File: src/rtl/f2i_arbiter_if.sv
// ---------------------------------------------------------------------------
// f2i_arbiter_if
// Bundles the request, shared-converter and response signals of the
// f2i_arbiter.
//   slave  : the arbiter side (takes requests and converter result,
//            drives grants, converter operand and the response).
//   master : the environment side (requesters, converter, consumer).
// Signals:
//   i_req_valid    per-requester request valid
//   i_req_float    packed operands, requester n at [32n+31:32n]
//   o_req_ready    one-hot grant/accept
//   o_conv_float   operand presented to the shared f2i converter
//   i_conv_integer result from the shared f2i converter
//   o_rsp_valid / i_rsp_ready   response handshake
//   o_rsp_integer  corrected unsigned magnitude
//   o_rsp_id       originating requester index
//   o_rsp_sign     operand sign bit
//   o_rsp_ovf      operand magnitude >= 65536.0
//   o_busy         an operation is in flight
// ---------------------------------------------------------------------------
interface f2i_arbiter_if #(
    parameter int NUM_REQ = 4,
    parameter int ID_W    = 2
) ();
    logic [NUM_REQ-1:0]    i_req_valid;
    logic [32*NUM_REQ-1:0] i_req_float;
    logic [NUM_REQ-1:0]    o_req_ready;
    logic [31:0]           o_conv_float;
    logic [15:0]           i_conv_integer;
    logic                  o_rsp_valid;
    logic                  i_rsp_ready;
    logic [15:0]           o_rsp_integer;
    logic [ID_W-1:0]       o_rsp_id;
    logic                  o_rsp_sign;
    logic                  o_rsp_ovf;
    logic                  o_busy;

    modport slave (
        input  i_req_valid, i_req_float, i_conv_integer, i_rsp_ready,
        output o_req_ready, o_conv_float, o_rsp_valid, o_rsp_integer,
               o_rsp_id, o_rsp_sign, o_rsp_ovf, o_busy
    );

    modport master (
        output i_req_valid, i_req_float, i_conv_integer, i_rsp_ready,
        input  o_req_ready, o_conv_float, o_rsp_valid, o_rsp_integer,
               o_rsp_id, o_rsp_sign, o_rsp_ovf, o_busy
    );
endinterface

File: src/rtl/f2i_arbiter.sv
// ---------------------------------------------------------------------------
// f2i_arbiter
// Round-robin arbiter/sequencer sharing one combinational f2i converter
// between NUM_REQ requesters. An accepted operand is registered and driven to
// the converter for one cycle (CONV); the converter result is then captured,
// range-corrected by exponent and returned with the requester ID (RESP).
// Ports:
//   i_clk    clock, rising edge
//   i_rst_n  asynchronous active-low reset
//   bus      f2i_arbiter_if.slave (requests, converter link, response)
// ---------------------------------------------------------------------------
module f2i_arbiter #(
    parameter int NUM_REQ = 4,
    parameter int ID_W    = 2
) (
    input  logic          i_clk,
    input  logic          i_rst_n,
    f2i_arbiter_if.slave  bus
);

    typedef enum logic [1:0] {
        IDLE = 2'd0,
        CONV = 2'd1,
        RESP = 2'd2
    } state_t;

    state_t          state_q, state_d;
    logic [ID_W-1:0] last_q;          // last granted index, also in-flight ID
    logic [31:0]     op_q;            // operand register feeding the converter
    logic [15:0]     rsp_int_q;
    logic [ID_W-1:0] rsp_id_q;
    logic            rsp_sign_q;
    logic            rsp_ovf_q;

    logic [31:0]        req_float_w [NUM_REQ];
    logic               window;
    logic               grant_any;
    logic [NUM_REQ-1:0] grant_oh;
    logic [ID_W-1:0]    grant_idx;
    logic [31:0]        grant_float;
    logic [7:0]         exp_w;
    logic [15:0]        res_int;
    logic               res_ovf;

    // Unpack the flat operand bus into one word per requester.
    generate
        for (genvar gi = 0; gi < NUM_REQ; gi++) begin : g_unpack
            assign req_float_w[gi] = bus.i_req_float[32*gi +: 32];
        end
    endgenerate

    // Grants are possible when idle, or when the pending response is being
    // consumed this cycle. Reset forces every grant low immediately.
    assign window = i_rst_n &&
                    ((state_q == IDLE) || ((state_q == RESP) && bus.i_rsp_ready));

    // Round-robin: first pass covers indices above the last grant, second
    // pass wraps around to indices at or below it.
    always_comb begin
        grant_any   = 1'b0;
        grant_oh    = '0;
        grant_idx   = '0;
        grant_float = '0;
        if (window) begin
            for (int i = 0; i < NUM_REQ; i++) begin
                if (!grant_any && (i > int'(last_q)) && bus.i_req_valid[i]) begin
                    grant_any   = 1'b1;
                    grant_oh[i] = 1'b1;
                    grant_idx   = ID_W'(i);
                    grant_float = req_float_w[i];
                end
            end
            for (int i = 0; i < NUM_REQ; i++) begin
                if (!grant_any && (i <= int'(last_q)) && bus.i_req_valid[i]) begin
                    grant_any   = 1'b1;
                    grant_oh[i] = 1'b1;
                    grant_idx   = ID_W'(i);
                    grant_float = req_float_w[i];
                end
            end
        end
    end

    // Range correction: below 1.0 the result is 0, from 2^16 upward (and
    // Inf/NaN) it saturates and flags overflow; otherwise trust the converter.
    assign exp_w = op_q[30:23];
    always_comb begin
        res_int = bus.i_conv_integer;
        res_ovf = 1'b0;
        if (exp_w < 8'd127) begin
            res_int = 16'h0000;
        end else if (exp_w >= 8'd143) begin
            res_int = 16'hFFFF;
            res_ovf = 1'b1;
        end
    end

    always_comb begin
        state_d = state_q;
        case (state_q)
            IDLE: if (grant_any) state_d = CONV;
            CONV: state_d = RESP;
            RESP: if (bus.i_rsp_ready) state_d = grant_any ? CONV : IDLE;
            default: state_d = IDLE;
        endcase
    end

    always_ff @(posedge i_clk or negedge i_rst_n) begin
        if (!i_rst_n) begin
            state_q    <= IDLE;
            last_q     <= ID_W'(NUM_REQ - 1);
            op_q       <= '0;
            rsp_int_q  <= '0;
            rsp_id_q   <= '0;
            rsp_sign_q <= 1'b0;
            rsp_ovf_q  <= 1'b0;
        end else begin
            state_q <= state_d;
            if (grant_any) begin
                op_q   <= grant_float;
                last_q <= grant_idx;
            end
            if (state_q == CONV) begin
                rsp_int_q  <= res_int;
                rsp_ovf_q  <= res_ovf;
                rsp_sign_q <= op_q[31];
                rsp_id_q   <= last_q;
            end
        end
    end

    assign bus.o_req_ready   = grant_oh;
    assign bus.o_conv_float  = op_q;
    assign bus.o_rsp_valid   = (state_q == RESP);
    assign bus.o_rsp_integer = rsp_int_q;
    assign bus.o_rsp_id      = rsp_id_q;
    assign bus.o_rsp_sign    = rsp_sign_q;
    assign bus.o_rsp_ovf     = rsp_ovf_q;
    assign bus.o_busy        = (state_q != IDLE);

endmodule

File: src/flat_wrapper.sv
// flat-port wrapper written by rule: the top's interface ports become plain ports
module f2i_arbiter_flat 
#(
    parameter int NUM_REQ = 4,
    parameter int ID_W    = 2
)
  (i_clk, i_rst_n, bus_i_req_valid, bus_i_req_float, bus_i_conv_integer, bus_i_rsp_ready, bus_o_req_ready, bus_o_conv_float, bus_o_rsp_valid, bus_o_rsp_integer, bus_o_rsp_id, bus_o_rsp_sign, bus_o_rsp_ovf, bus_o_busy);
  f2i_arbiter_if #(.NUM_REQ(NUM_REQ), .ID_W(ID_W)) bus_i ();
  input  logic i_clk;
  input  logic i_rst_n;
  input wire logic [$bits(bus_i.i_req_valid)-1:0] bus_i_req_valid;
  input wire logic [$bits(bus_i.i_req_float)-1:0] bus_i_req_float;
  input wire logic [$bits(bus_i.i_conv_integer)-1:0] bus_i_conv_integer;
  input wire logic [$bits(bus_i.i_rsp_ready)-1:0] bus_i_rsp_ready;
  output wire logic [$bits(bus_i.o_req_ready)-1:0] bus_o_req_ready;
  output wire logic [$bits(bus_i.o_conv_float)-1:0] bus_o_conv_float;
  output wire logic [$bits(bus_i.o_rsp_valid)-1:0] bus_o_rsp_valid;
  output wire logic [$bits(bus_i.o_rsp_integer)-1:0] bus_o_rsp_integer;
  output wire logic [$bits(bus_i.o_rsp_id)-1:0] bus_o_rsp_id;
  output wire logic [$bits(bus_i.o_rsp_sign)-1:0] bus_o_rsp_sign;
  output wire logic [$bits(bus_i.o_rsp_ovf)-1:0] bus_o_rsp_ovf;
  output wire logic [$bits(bus_i.o_busy)-1:0] bus_o_busy;
  assign bus_i.i_req_valid = bus_i_req_valid;
  assign bus_i.i_req_float = bus_i_req_float;
  assign bus_i.i_conv_integer = bus_i_conv_integer;
  assign bus_i.i_rsp_ready = bus_i_rsp_ready;
  assign bus_o_req_ready = bus_i.o_req_ready;
  assign bus_o_conv_float = bus_i.o_conv_float;
  assign bus_o_rsp_valid = bus_i.o_rsp_valid;
  assign bus_o_rsp_integer = bus_i.o_rsp_integer;
  assign bus_o_rsp_id = bus_i.o_rsp_id;
  assign bus_o_rsp_sign = bus_i.o_rsp_sign;
  assign bus_o_rsp_ovf = bus_i.o_rsp_ovf;
  assign bus_o_busy = bus_i.o_busy;
  f2i_arbiter #(.NUM_REQ(NUM_REQ), .ID_W(ID_W)) u_core (.i_clk(i_clk), .i_rst_n(i_rst_n), .bus(bus_i));
endmodule
File: config.mk
export PLATFORM = sky130hd
export DESIGN_NAME = f2i_arbiter_flat
export DESIGN_NICKNAME = d
export VERILOG_FILES = /design/src/rtl/f2i_arbiter_if.sv /design/src/rtl/f2i_arbiter.sv /design/src/flat_wrapper.sv
export SDC_FILE = /design/constraint.sdc
export NUM_CORES = 1
export LEC_CHECK = 0
export BUFFER_PORTS_ARGS = -buffer_cell sky130_fd_sc_hd__buf_2
export CAP_MARGIN = 20
export CORE_AREA = 4 4 104 106
export DETAILED_ROUTE_END_ITERATION = 10
export DIE_AREA = 0 0 108 110
export GPL_TIMING_DRIVEN = 0
export MAX_ROUTING_LAYER = met4
export PLACE_DENSITY = 0.79
export SLEW_MARGIN = 5
export SYNTH_ARGS = -nofsm -noshare
export SYNTH_HDL_FRONTEND = slang
export SYNTH_SLANG_ARGS = --single-unit
File: constraint.sdc
create_clock -name i_clk -period 2 [get_ports i_clk]
set_input_delay 0.3 -clock i_clk [delete_from_list [all_inputs] [get_ports i_clk]]
set_output_delay 0.3 -clock i_clk [all_outputs]
set_load 0.02 [all_outputs]
==> run metrics <==
Crit-path slowest cell dfstp_2; area share of the largest cell type after synthesis 29.3%; Avg Cell Area, Syn between 7 and 8 um^2; DRT iter0 DRCs just under 700; first-pass detailed-route iteration total 6; H-tree depth 2; area of the die 11900 um^2; Critical path origin u_core.last_q[1]; Starting Density 47.2%; Antenna Cells 0; Cells after Synth 586; failing checks hold timing, setup timing; WP data arrival around 1700 ps; largest net degree at the start of global routing 58; main area contributors after synthesis dfrtp_1 29%, a21oi_1 8.5%, nand2_1 8.2%; fin. max-slew vios 0; Mapped Area 4610 um^2; clk sinks between 50 and 60; Crit. End Element output port; highest clock rate slightly below 500 MHz; Seq/Total Area, Yosys 30.4%; number of buffers created by CTS 5; maximum buffer depth of the clock tree 2; commonest register cell after synthesis dfrtp_1; critical path fanouts, max 5; highest metal used met4; Post-synth EDFFs 0; DRT Wirelength 19400 um; Place WS -693 ps; top cell family by delay on the critical path flip-flops; P per Cell Area 1160 nW/um^2; I/O Buffers 208; largest area contributor in the netlist dfrtp_1; Req. time, crit path 1700 ps; DRT antenna net count 0; Final TNS setup -126 ps; Rows 36; endpoints failing setup 4; crit path buf inv count 2; DRC 0; clock root buffer clkbuf_8; Fillers 870; Die W between 100 and 150 um; Leakage Power 2.92 nW; syn nets 737; Synth Register Bits 56; Synth async-reset ratio 100%; Worst-Margin Slew 636 ps; Max rail drop VDD 0.000561 V; CTS clk-pin slew, worst paths about 120 ps; DR vias/cell 6.30; vias in the first global route 5829; initial antenna violation count 0; Fin. Hold Viols 54; grt total ovfl 0; metal2 WL 9180 um; CTS tree done; first-pass GRT wire length between 20000 and 30000 um; hold_ws -98.3 ps; Tot GR Track Use between 30% and 40%; # nets final 970; YS warnings 0; relative slew slack 57.6%; routed vias 6000; Synth cell types 52; status finished with violations; crit path kind register to output port; clock skew 14.5 ps; WL met3 2240 um; RSZ-0062 raised after global routing true; setup ws final -40.2 ps; Die Ht 110 um; fin crit share 102%; type of the most critical hold path input port to asynchronous set/reset pin; slowest stage delay, CP 630 ps; Area Growth Syn to Fin 37.6%; GP Congestion 0.984; start of the worst register-to-register path u_core.last_q[1]; DRT met1 WL around 7400 um; share of cells above drive strength 1 approximately two fifths; min cycle time layout 2040 ps; number of max-cap violations 0; Clock Latency Late Sink between 300 and 400 ps; DP HPWL about 14000 um; I/O pin total 209; crit path cell chain nand2b_4 > a21o_1 > nand3_4 > buf_12 > nor2_4 > buf_6; DR WL/cell 20.4 um; nature of the critical path startpoint register; core footprint 9770 um^2
-- cells by family (layout without fill, tap and decap cells) --
group                  after synthesis  after routing  share of synthesized area (%)
muxes                                4              4                          0.976
buffers and inverters               70            304                           7.97
and+or+nand+nor                    191            191                           18.9
DFF                                 56             56                           30.4
AOI/OAI and AO/OA                  265            265                           41.7
-- power breakdown --
group,switching [mW],leakage [nW],internal (mW)
clock,0.416,0.0414,0.251
combinational,2.84,2.17,1.86
sequential,0.343,0.707,1.64
total,3.60,2.92,3.75
-- flip-flops by register name (all words and copies together), names as in the netlist --
name,cells
u_core.state_q,2
u_core.last_q,2
u_core.bus.o_rsp_ovf,1
u_core.bus.o_conv_float,32
u_core.bus.o_rsp_integer,16
u_core.bus.o_rsp_sign,1
u_core.bus.o_rsp_id,2
-- cells in the mapped netlist, drive strengths merged, types with 20 or more instances --
| cell type | instances |
|---|---|
| nand3 | 28 |
| clkbuf | 20 |
| o221ai | 23 |
| buf | 45 |
| a211o | 23 |
| a211oi | 26 |
| nand2 | 101 |
| o21ai | 29 |
| a21oi | 88 |
| nor2 | 28 |
| o211ai | 28 |
| dfrtp | 54 |
-- path summary, 6_finish.rpt --
kind | endpoint | slack [ps] | cells past startpoint
max reg2reg | u_core.bus.o_conv_float[25] | 10 | 8
min | u_core.bus.o_conv_float[21] | -100 | 1
max in group asynchronous | u_core.last_q[0] | 1740 | 1
max | bus_o_req_ready[0] | -40 | 6
min in group i_clk | u_core.bus.o_rsp_integer[11] | 250 | 3
min reg2reg | u_core.bus.o_rsp_integer[11] | 490 | 2
-- what timing repair did --
item | 4_1_cts | 5_1_grt
endpoints found under the hold margin | 54 | 54
resized for setup | 50 | 35
setup endpoints to repair | 35 | 36
buffers inserted | 14 | 10
gates cloned | 0 | 1
pin swaps | 5 | 8
-- per-stage QoR --
stage | power (mW) | area (um^2) | util, % | cells
floorplan | 4.69 | 4620 | - | 586
CTS | 7.05 | 6170 | 63.1 | 946
global route | 7.76 | 6350 | 65.0 | 953
detailed placement | 6.12 | 5830 | 59.6 | 927
finish | 7.35 | 6350 | 65.0 | 953
global placement | 6.01 | 5830 | 59.6 | 927
-- placed cells by master, fill, tap and decap left out, types with 5 or more instances in the layout --
master and n:
buf_2 217, nand2_1 101, a21oi_1 76, dfrtp_1 54, buf_4 30, nand3_1 27, a211oi_1 26, nor2_1 24
a211o_1 23, o21ai_0 19, o211ai_1 18, buf_6 13, o221ai_1 13, clkbuf_1 12, a21oi_2 11, o221ai_2 10
o211ai_2 10, o21ai_1 10, a31oi_1 9, a221oi_1 8, and3b_1 7, o22ai_1 7, clkbuf_8 6, a21o_1 6
nand2b_4 5, inv_1 5, a22oi_1 5
-- per-layer routing --
metal,vias to the layer above,track usage (%)
met5,-,-
met4,0,14.1
met3,75,6.12
met2,486,51.7
met1,2775,37.9
li1,2664,-
-- cell type report --
| class | instances | area [um^2] | share of cell area [%] |
|---|---|---|---|
| multi-input combinational | 460 | 2950 | 46.4 |
| sequential | 56 | 1400 | 22.1 |
| timing repair buffer | 233 | 1280 | 20.2 |
| buffer | 58 | 443 | 6.98 |
| tap | 133 | 166 | 2.62 |
| clock buffer | 6 | 72.6 | 1.14 |
| inverter | 5 | 18.8 | 0.296 |
| clock inverter | 2 | 16.3 | 0.256 |
(Power assumes the default switching activity.)
